$ cat src/rtl/mem_arbiter.sv
// mem_arbiter: serialises transactions from two requesters (A = CPU,
// B = loader/DMA) onto the single Hack memory bus. Round-robin between
// simultaneous requests, writes wait on mem_busy, reads are returned with a
// one-cycle ack pulse.
// Optional feature macro: MEM_ARB_WATCHDOG_EN -- drops a write that has been
// held off by mem_busy for WDOG_CYCLES cycles and raises a sticky wdog_err_o.
module mem_arbiter #(
    parameter int ADDR_WIDTH  = 16,
    parameter int DATA_WIDTH  = 16,
    parameter int WDOG_CYCLES = 1024
) (
    input  logic                  clk_i,
    input  logic                  rst_ni,
    input  logic                  a_req_i,
    input  logic                  a_we_i,
    input  logic [ADDR_WIDTH-1:0] a_addr_i,
    input  logic [DATA_WIDTH-1:0] a_wdata_i,
    output logic                  a_ack_o,
    output logic [DATA_WIDTH-1:0] a_rdata_o,
    input  logic                  b_req_i,
    input  logic                  b_we_i,
    input  logic [ADDR_WIDTH-1:0] b_addr_i,
    input  logic [DATA_WIDTH-1:0] b_wdata_i,
    output logic                  b_ack_o,
    output logic [DATA_WIDTH-1:0] b_rdata_o,
    output logic                  mem_load_o,
    output logic [ADDR_WIDTH-1:0] mem_address_o,
    output logic [DATA_WIDTH-1:0] mem_in_o,
    input  logic                  mem_busy_i,
    input  logic [DATA_WIDTH-1:0] mem_out_i,
    output logic                  wdog_err_o
);

    typedef enum logic [1:0] {
        S_IDLE  = 2'd0,
        S_ISSUE = 2'd1,
        S_RESP  = 2'd2
    } state_e;

    state_e                  state_q;
    logic                    owner_q;   // 0 = A, 1 = B
    logic                    last_q;    // requester granted most recently
    logic                    we_q;
    logic [ADDR_WIDTH-1:0]   addr_q;
    logic [DATA_WIDTH-1:0]   wdata_q;
    logic                    a_ack_q;
    logic                    b_ack_q;
    logic [DATA_WIDTH-1:0]   a_rdata_q;
    logic [DATA_WIDTH-1:0]   b_rdata_q;

    logic                    any_req_d;
    logic                    grant_b_d;
    logic                    wdog_trip_d;
    logic                    issue_done_d;

    // B wins when it is the only requester, or when both request and A was
    // granted last time.
    assign any_req_d    = a_req_i | b_req_i;
    assign grant_b_d    = b_req_i & (~a_req_i | ~last_q);

    // A read leaves ISSUE unconditionally; a write leaves once memory accepts
    // it or the watchdog gives up on it.
    assign issue_done_d = (state_q == S_ISSUE) & (~we_q | ~mem_busy_i | wdog_trip_d);

`ifdef MEM_ARB_WATCHDOG_EN
    localparam int WDOG_W = $clog2(WDOG_CYCLES + 1);

    logic [WDOG_W-1:0] wdog_cnt_q;
    logic              wdog_err_q;

    // Trip on the WDOG_CYCLES-th consecutive busy cycle of a pending write.
    assign wdog_trip_d = (state_q == S_ISSUE) & we_q & mem_busy_i
                       & (wdog_cnt_q == WDOG_W'(WDOG_CYCLES - 1));

    // Count busy cycles while a write waits; the error flag is sticky.
    always_ff @(posedge clk_i or negedge rst_ni) begin
        if (!rst_ni) begin
            wdog_cnt_q <= '0;
            wdog_err_q <= 1'b0;
        end else begin
            if ((state_q == S_ISSUE) && we_q && mem_busy_i && !wdog_trip_d) begin
                wdog_cnt_q <= wdog_cnt_q + 1'b1;
            end else begin
                wdog_cnt_q <= '0;
            end
            if (wdog_trip_d) begin
                wdog_err_q <= 1'b1;
            end
        end
    end

    assign wdog_err_o = wdog_err_q;
`else
    logic unused_wdog_cfg;

    assign wdog_trip_d     = 1'b0;
    assign wdog_err_o      = 1'b0;
    assign unused_wdog_cfg = (WDOG_CYCLES > 0);
`endif

    // Arbitration / transaction sequencer with registered bus and ack outputs.
    always_ff @(posedge clk_i or negedge rst_ni) begin
        if (!rst_ni) begin
            state_q   <= S_IDLE;
            owner_q   <= 1'b0;
            last_q    <= 1'b1;
            we_q      <= 1'b0;
            addr_q    <= '0;
            wdata_q   <= '0;
            a_ack_q   <= 1'b0;
            b_ack_q   <= 1'b0;
            a_rdata_q <= '0;
            b_rdata_q <= '0;
        end else begin
            a_ack_q <= 1'b0;
            b_ack_q <= 1'b0;
            case (state_q)
                S_IDLE: begin
                    if (any_req_d) begin
                        owner_q <= grant_b_d;
                        we_q    <= grant_b_d ? b_we_i    : a_we_i;
                        addr_q  <= grant_b_d ? b_addr_i  : a_addr_i;
                        wdata_q <= grant_b_d ? b_wdata_i : a_wdata_i;
                        state_q <= S_ISSUE;
                    end
                end
                S_ISSUE: begin
                    if (issue_done_d) begin
                        state_q <= S_RESP;
                        if (owner_q) begin
                            b_ack_q <= 1'b1;
                        end else begin
                            a_ack_q <= 1'b1;
                        end
                    end
                end
                S_RESP: begin
                    state_q <= S_IDLE;
                    last_q  <= owner_q;
                    if (!we_q) begin
                        if (owner_q) begin
                            b_rdata_q <= mem_out_i;
                        end else begin
                            a_rdata_q <= mem_out_i;
                        end
                    end
                end
                default: begin
                    state_q <= S_IDLE;
                end
            endcase
        end
    end

    // The write strobe must react to mem_busy in the same cycle, so it is a
    // gate of registered state and the live busy flag rather than a register.
    assign mem_load_o    = (state_q == S_ISSUE) & we_q & ~mem_busy_i;
    assign mem_address_o = addr_q;
    assign mem_in_o      = wdata_q;

    assign a_ack_o = a_ack_q;
    assign b_ack_o = b_ack_q;

    // Read data arrives from memory during the ack cycle; pass it straight
    // through then, and hold the value captured at the end of that cycle.
    assign a_rdata_o = (a_ack_q & ~we_q) ? mem_out_i : a_rdata_q;
    assign b_rdata_o = (b_ack_q & ~we_q) ? mem_out_i : b_rdata_q;

endmodule

$ cat config.mk
export PLATFORM = sky130hd
export DESIGN_NAME = mem_arbiter
export DESIGN_NICKNAME = d
export VERILOG_FILES = /design/src/rtl/mem_arbiter.sv
export SDC_FILE = /design/constraint.sdc
export NUM_CORES = 1
export LEC_CHECK = 0
export ABC_CLOCK_PERIOD_IN_PS = 4300
export BUFFER_PORTS_ARGS = -buffer_cell sky130_fd_sc_hd__clkbuf_2
export CORE_MARGIN = 2
export CORE_UTILIZATION = 40
export DETAILED_ROUTE_END_ITERATION = 7
export GPL_TIMING_DRIVEN = 1
export PLACE_DENSITY = 0.68
export SYNTH_ARGS = -nofsm -noshare
export SYNTH_HDL_FRONTEND = slang
export SYNTH_SLANG_ARGS = --single-unit
$ cat constraint.sdc
create_clock -name clk_i -period 4.3 [get_ports clk_i]
set_input_delay 0.86 -clock clk_i [delete_from_list [all_inputs] [get_ports clk_i]]
set_output_delay 0.86 -clock clk_i [all_outputs]
set_load 0.03 [all_outputs]
Word-level counts from Yosys, hierarchy flattened
Cells that the tools add are included.
{"block": "word_totals", "latch_bits": 0, "mem_bits_ro": 0, "input_bits": 87, "out_inout_bits": 68, "elab_cells": 47, "memories": 0, "register_bits": 71, "ram_bits": 0}
{"block": "classes", "n_reduce_logical": 5, "eq_ne": 4, "shift": 0, "div": 0, "n_mux": 14, "mul": 0, "n_bitwise": 14, "add_sub_neg": 0, "order_cmp": 0}
{"op": "16-bit 2-to-1 mux", "count": 4}
{"op": "1-bit 2-to-1 mux", "count": 7}
{"op": "1-bit AND", "count": 6}
{"op": "3-bit AND reduction", "count": 2}
{"op": "1-bit inverter", "count": 5}
{"op": "2-bit 2-to-1 mux", "count": 2}
{"op": "2-bit != test (second input constant)", "count": 2}
{"op": "2-bit case mux with 2 select lines", "count": 1}
{"op": "2-bit AND reduction", "count": 2}
{"op": "1-bit OR", "count": 3}
{"op": "2-bit by 1-bit equality test with 1-bit output (second input constant)", "count": 1}
{"op": "2-bit equality test (second input constant)", "count": 1}
{"op": "2-bit zero test", "count": 1}

Longest topological paths before layout
Gate-level depths: netlist of run 1.
{"block": "depth", "depth_word": 5, "mapped_depth": 5}

Least setup slack after synthesis of run 1
Ideal clock, no wire load.
{"block": "synth_path", "path_type": "input to output", "startpoint": "input port mem_busy_i", "endpoint": "output port mem_load_o", "path_slack_ns": 1.844, "cell_stages": 1, "arrival_ns": 1.596, "path_buffers": 0, "required_time_ns": 3.440, "path_cell_list": "nor3b_1"}
{"block": "synth_via", "elab_chain_len": 2}
{"item": "from (decl)", "line": "29", "rtl": "input logic mem_busy_i,"}
{"item": "1-bit inverter", "line": "157", "rtl": "assign mem_load_o = (state_q == S_ISSUE) & we_q & ~mem_busy_i;"}
{"item": "1-bit AND", "line": "157"}
{"item": "to (decl)", "line": "26", "rtl": "output logic mem_load_o,"}
No other way between the ends.

Final worst setup path of run 1
{"block": "layout_path", "startpoint": "register we_q", "endpoint": "output port b_rdata_o[12]"}
{"block": "layout_via", "elab_chain_len": 3}
{"item": "from (decl)", "line": "43", "rtl": "logic we_q;"}
{"item": "from (signal assigned)", "line": "121", "rtl": "we_q <= grant_b_d ? b_we_i : a_we_i;"}
{"item": "1-bit inverter (no source line)"}
{"item": "1-bit AND", "line": "167", "rtl": "assign b_rdata_o = (b_ack_q & ~we_q) ? mem_out_i : b_rdata_q;"}
{"item": "16-bit 2-to-1 mux", "line": "167"}
{"item": "to (decl)", "line": "25", "rtl": "output logic [DATA_WIDTH-1:0] b_rdata_o,"}
No other way between the ends.

==> results.yml, run 1 <==
logic_synthesis:
  synth-warning-count: 0
  synth_common_cells: "dfrtp_1 (70), mux2_2 (66), mux2_4 (58)"
  synthArstFlopShare: 1.00
  syn_area_sq_um: 3760
  synth_top_cells_by_area: "dfrtp_1 (47%), mux2_4 (23%), mux2_2 (20%), mux2_1 (1.8%), buf_12 (1.6%)"
  synth_area_leader_cell: "dfrtp_1"
  ys_types: 22
  yosys_register_bits: 71
  yosysTopAreaCellShare: 0.466
  ys.flop_type: "dfrtp_1"
  synth-edff-count: 0
  syn_area_per_cell_sq_um: 15.9
  synth_cells: 236
  yosysMostFrequentCell: "dfrtp_1"
  ys_seq_area_frac: 0.473
  syn-num-nets: 323
clocking:
  htree_num_levels: 3
  postCtsSetupBuffers: 0
  root_buffer: "clkbuf_8"
  clk_pin_slew_worst_paths_ns: 0.07
  hold_buffers: 0
  cts_resized: 0
  cts_tree: "built"
  clockBufferDepth: 2
  numCtsBuffers: 9
  clock_sinks: 71
  clock_latency_ns: 0.34
routing:
  antenna_left: 0
  wl_microns: 7440
  drt_iter0_markers: 52
  wl_per_cell_microns: 14.8
  drtPass1Iterations: 4
  viasPerCell: 4.77
  vias: 2394
  drcViolationCount: 0
setup_path:
  cp.arrival_ns: 2.20
  worst_path_max_delay_cell: "nand2b_1"
  crit_path_max_incr_delay_ns: 0.72
  path_cells: "nand2b_1 > mux2_2 > clkbuf_2"
  ff2ff_setup_slack_ns: 2.08
  critPathKind: "flip-flop to output port"
  critPathMaxFanout: 16
  worstPathRequired_ns: 3.44
  worstSetupStartpointType: "flip-flop"
  endpoint_kind: "output port"
floorplanning:
  io_pins: 155
  core_region_area_sq_um: 9200
  start_util: 0.409
  dieArea_sq_um: 10200
  die_y_microns: 101
  fp.dieW_microns: 101
  rows: 35
layout:
  final_nets: 473
  multi_input_area_sq_um: 1830
  fin_cells: 502
  num_antenna_cells: 0
  register_area_sq_um: 1780
  n_fill_cell: 834
  final_layout_size_suffix_gt1_frac: 0.760
  area_growth_pct: 25.7
timing:
  finalClockSkew_ns: 0.00873
  slew_viol_final: 0
  max_freq_ghz: 0.327
  finalCritPeriodShare: 0.712
  tns_ns: 0
  layout_min_cycle_time_ns: 3.06
  rsz0062_at_grt: "no"
  tightest_slew_ns: 1.10
  finalHoldViolCount: 0
  setup_viol: 0
  max_slew_margin: 0.265
power_and_ir_drop:
  vdd_drop_max_mv: 0.320
  power.leakage_nw: 2.43
  finalPower_mw: 3.87
  powerDensity_nw_per_um2: 818
placement:
  dp_hpwl_microns: 5340
  portBuffers: 153
  placedCellCount: 486
  globalplace.congestion: 0.750
run_status:
  outcome: "finished, final reports clean"
global_route:
  grt_usage: 0.148
  antenna_found_initial: 0
  grt_max_degree: 72
  overflow: 0
  grt_pass1_vias: 2375
  grt_pass1_wl_microns: 11700
flow_run:
  max-cap-violations: 0
hold_path:
  hold_path.class: "flip-flop to flip-flop"
==> cell usage in the layout (no fill, tap or decap), drive strengths merged <==
cell,instances
clkbuf,165
o21bai,1
and2,2
clkinv,1
bufinv,1
mux2i,1
nor2,1
nand2b,4
mux2,130
nor3,3
nor3b,1
dfrtp,70
o21ai,1
buf,2
conb,1
dfstp,1
nand2,2
a21oi,1
a21bo,1
clkinvlp,1
inv,1
==> state kept, by name, summed over array words and instances (netlist names) <==
name           count
a_rdata_q         16
b_rdata_q         16
mem_address_o     16
mem_in_o          16
state_q            2
a_ack_o            1
b_ack_o            1
last_q             1
owner_q            1
we_q               1
==> cell families after synthesis <==
| logic type | count (synthesis) | share of synthesized area |
|---|---|---|
| buffers and inverters | 16 | 0.0406 |
| muxes | 131 | 0.450 |
| AOI/OAI and AO/OA | 4 | 0.00732 |
| DFF | 71 | 0.473 |
| other | 1 | 0.000998 |
| and+or+nand+nor | 13 | 0.0280 |
==> area by class of cell <==
cell class,instances,area share
Sequential cell,71,0.376
Multi-Input combinational cell,149,0.387
Inverter,1,0.000794
Clock inverter,3,0.00900
Clock buffer,13,0.0336
Timing Repair Buffer,154,0.164
Tap cell,111,0.0294
==> final timing paths <==
path                                     startpoint                           end  cells past startpoint
max reg2reg                      last_q$_DFFE_PN1P_       mem_in_o[0]$_DFFE_PN0P_                      3
min reg2reg                a_rdata_q[8]$_DFFE_PN0P_      a_rdata_q[8]$_DFFE_PN0P_                      1
max                                we_q$_DFFE_PN0P_                 b_rdata_o[12]                      3
min in group asynchronous                    rst_ni      b_rdata_q[4]$_DFFE_PN0P_                      1
min                        a_rdata_q[8]$_DFFE_PN0P_      a_rdata_q[8]$_DFFE_PN0P_                      1
max in group asynchronous                    rst_ni  mem_address_o[3]$_DFFE_PN0P_                      1
==> worst max-delay path, delay by kind of cell (launching register included) <==
kind / cells / cell delay, ns
buf+inv: 1 / 0.19
simple gates: 1 / 0.72
mux: 1 / 0.42
flops: 1 / 0.53
==> per-stage QoR <==
stage	worst slack, ns	hold slack (ns)	utilization	area (sq um)
floorplan	1.84	0.452	-	3760
global placement	1.58	0.465	0.492	4520
detailed placement	1.56	0.469	0.492	4520
CTS	1.17	0.488	0.514	4730
global route	1.06	0.499	0.514	4730
finish	1.24	0.484	0.514	4730
==> power breakdown <==
part           internal (mW)  total (mW)  switching (mW)  leakage [nW]
registers               1.01        1.20           0.194         0.850
clock network          0.300       0.544           0.245        0.0996
logic                  0.923        2.12            1.20          1.48
==> layer usage <==
metal / up-vias / GRT usage / part of all wire
met2: 112 / 0.231 / 0.44
met5: - / 0 / 0
met1: 1129 / 0.191 / 0.45
met4: 0 / 0.0468 / 0.012
li1: 1144 / - / -
met3: 9 / 0.0583 / 0.10
(Power assumes the default switching activity.)
==> run 2, diff against run 1 <==
--- a/config.mk
+++ b/config.mk
@@ -5,13 +5,13 @@
 export SDC_FILE = /design/constraint.sdc
 export NUM_CORES = 1
 export LEC_CHECK = 0
-export ABC_CLOCK_PERIOD_IN_PS = 4300
+export ABC_CLOCK_PERIOD_IN_PS = 2780
 export BUFFER_PORTS_ARGS = -buffer_cell sky130_fd_sc_hd__clkbuf_2
 export CORE_MARGIN = 2
 export CORE_UTILIZATION = 40
 export DETAILED_ROUTE_END_ITERATION = 7
 export GPL_TIMING_DRIVEN = 1
-export PLACE_DENSITY = 0.68
+export PLACE_DENSITY = 0.71
 export SYNTH_ARGS = -nofsm -noshare
 export SYNTH_HDL_FRONTEND = slang
 export SYNTH_SLANG_ARGS = --single-unit
==> constraint.sdc (replaced) <==
create_clock -name clk_i -period 2.78 [get_ports clk_i]
set_input_delay 0.556 -clock clk_i [delete_from_list [all_inputs] [get_ports clk_i]]
set_output_delay 0.556 -clock clk_i [all_outputs]
set_load 0.03 [all_outputs]
==> results.yml, run 2 (synthesis results as in run 1) <==
run_status:
  outcome: "finished, final reports clean"
setup_path:
  worstPathRequired_ns: 2.22
  critPathKind: "flip-flop to output port"
  cp.arrival_ns: 1.87
  crit_family: "flip-flops"
  worstSetupStartpointType: "flip-flop"
  path_cells: "nand2b_1 > buf_4 > mux2_2 > clkbuf_2"
  endpoint_kind: "output port"
  crit_path_max_incr_delay_ns: 0.55
  path_buf_inv: 2
  cp_num_cells: 4
  reg2reg_depth: 4
  critPathMaxFanout: 16
  worst_path_max_delay_cell: "dfrtp_1"
layout:
  layout_commonest_cell: "clkbuf_2"
  fin_cells: 507
  area_growth_pct: 27.6
  num_antenna_cells: 0
  fin_area_sq_um: 4800
  multi_input_area_sq_um: 1830
  n_fill_cell: 813
  final_cell_mix: "clkbuf_2 (152), dfrtp_1 (70), mux2_2 (66)"
  register_area_sq_um: 1780
  final_nets: 478
  final_layout_size_suffix_gt1_frac: 0.765
floorplanning:
  rows: 35
  dieArea_sq_um: 10200
  die_y_microns: 101
  io_pins: 155
  start_util: 0.409
  core_region_area_sq_um: 9200
  fp.dieW_microns: 101
clocking:
  postCtsSetupBuffers: 0
  clk_pin_slew_worst_paths_ns: 0.08
  hold_buffers: 0
  clock_latency_ns: 0.33
  root_buffer: "clkbuf_8"
  cts_tree: "built"
  clock_sinks: 71
  cts_resized: 0
  numCtsBuffers: 9
  clockBufferDepth: 2
  htree_num_levels: 3
timing:
  layout_min_cycle_time_ns: 2.42
  tightest_slew_ns: 0.888
  finalCritPeriodShare: 0.871
  tns_ns: 0
  finalClockSkew_ns: 0.00775
  rsz0062_at_grt: "no"
  setup_viol: 0
  max_slew_margin: 0.408
  finalHoldViolCount: 0
  slew_viol_final: 0
  max_freq_ghz: 0.413
hold_path:
  hold_path.class: "primary input to asynchronous set/reset pin"
placement:
  placed_area_sq_um: 4590
  placedCellCount: 491
  globalplace.congestion: 0.709
  portBuffers: 153
  dp_hpwl_microns: 5660
global_route:
  grt_pass1_wl_microns: 12200
  overflow: 0
  grt_max_degree: 72
  antenna_found_initial: 0
  grt_usage: 0.156
  grt_pass1_vias: 2541
routing:
  wl_per_cell_microns: 15.3
  drcViolationCount: 0
  drtPass1Iterations: 4
  wl_microns: 7740
  antenna_left: 0
  viasPerCell: 4.73
  drt_iter0_markers: 27
  vias: 2397
power_and_ir_drop:
  finalPower_mw: 6.05
  vdd_drop_max_mv: 0.573
  power.leakage_nw: 2.46
  powerDensity_nw_per_um2: 1260
flow_run:
  max-cap-violations: 0
==> run 2: layout make-up <==
cell class,count,share of cell area
sequential,71,0.371
multi-input combinational,149,0.381
clock buffer,12,0.0324
clock inverter,4,0.0112
tap,111,0.0290
timing repair buffer,159,0.175
inverter,1,0.000783
==> run 2: power by group <==
group          leakage [nW]  internal [mW]  switching [mW]
registers             0.850           1.56           0.311
logic                  1.51           1.46            1.88
clock network        0.0988          0.465           0.372
==> run 2: worst paths after layout <==
path | start | endpoint | slack (ns)
max in group asynchronous | rst_ni | mem_address_o[5]$_DFFE_PN0P_ | 1.86
min in group clk_i | mem_busy_i | state_q[1]$_DFFE_PN0P_ | 0.46
hold reg to reg | a_rdata_q[7]$_DFFE_PN0P_ | a_rdata_q[7]$_DFFE_PN0P_ | 0.48
setup reg to reg | last_q$_DFFE_PN1P_ | mem_in_o[1]$_DFFE_PN0P_ | 0.87
hold / removal | rst_ni | a_rdata_q[10]$_DFFE_PN0P_ | 0.33
setup / recovery | we_q$_DFFE_PN0P_ | a_rdata_o[7] | 0.36
==> run 2: routing by layer <==
metal  vias up  routed length [microns]  global-route usage
met5         -                        0                   0
met4         0                       68              0.0437
met3         5                      525              0.0472
met2       101                     3850               0.269
met1      1141                     3290               0.190
li1       1150                        -                   -
==> run 2: through the flow <==
step,setup slack (ns),utilization,hold slack [ns]
4_1_cts,0.301,0.521,0.352
3_3_place_gp,0.712,0.499,0.462
2_1_floorplan,0.813,-,0.260
3_5_place_dp,0.685,0.499,0.471
5_1_grt,0.232,0.521,0.389
6_report,0.358,0.521,0.333
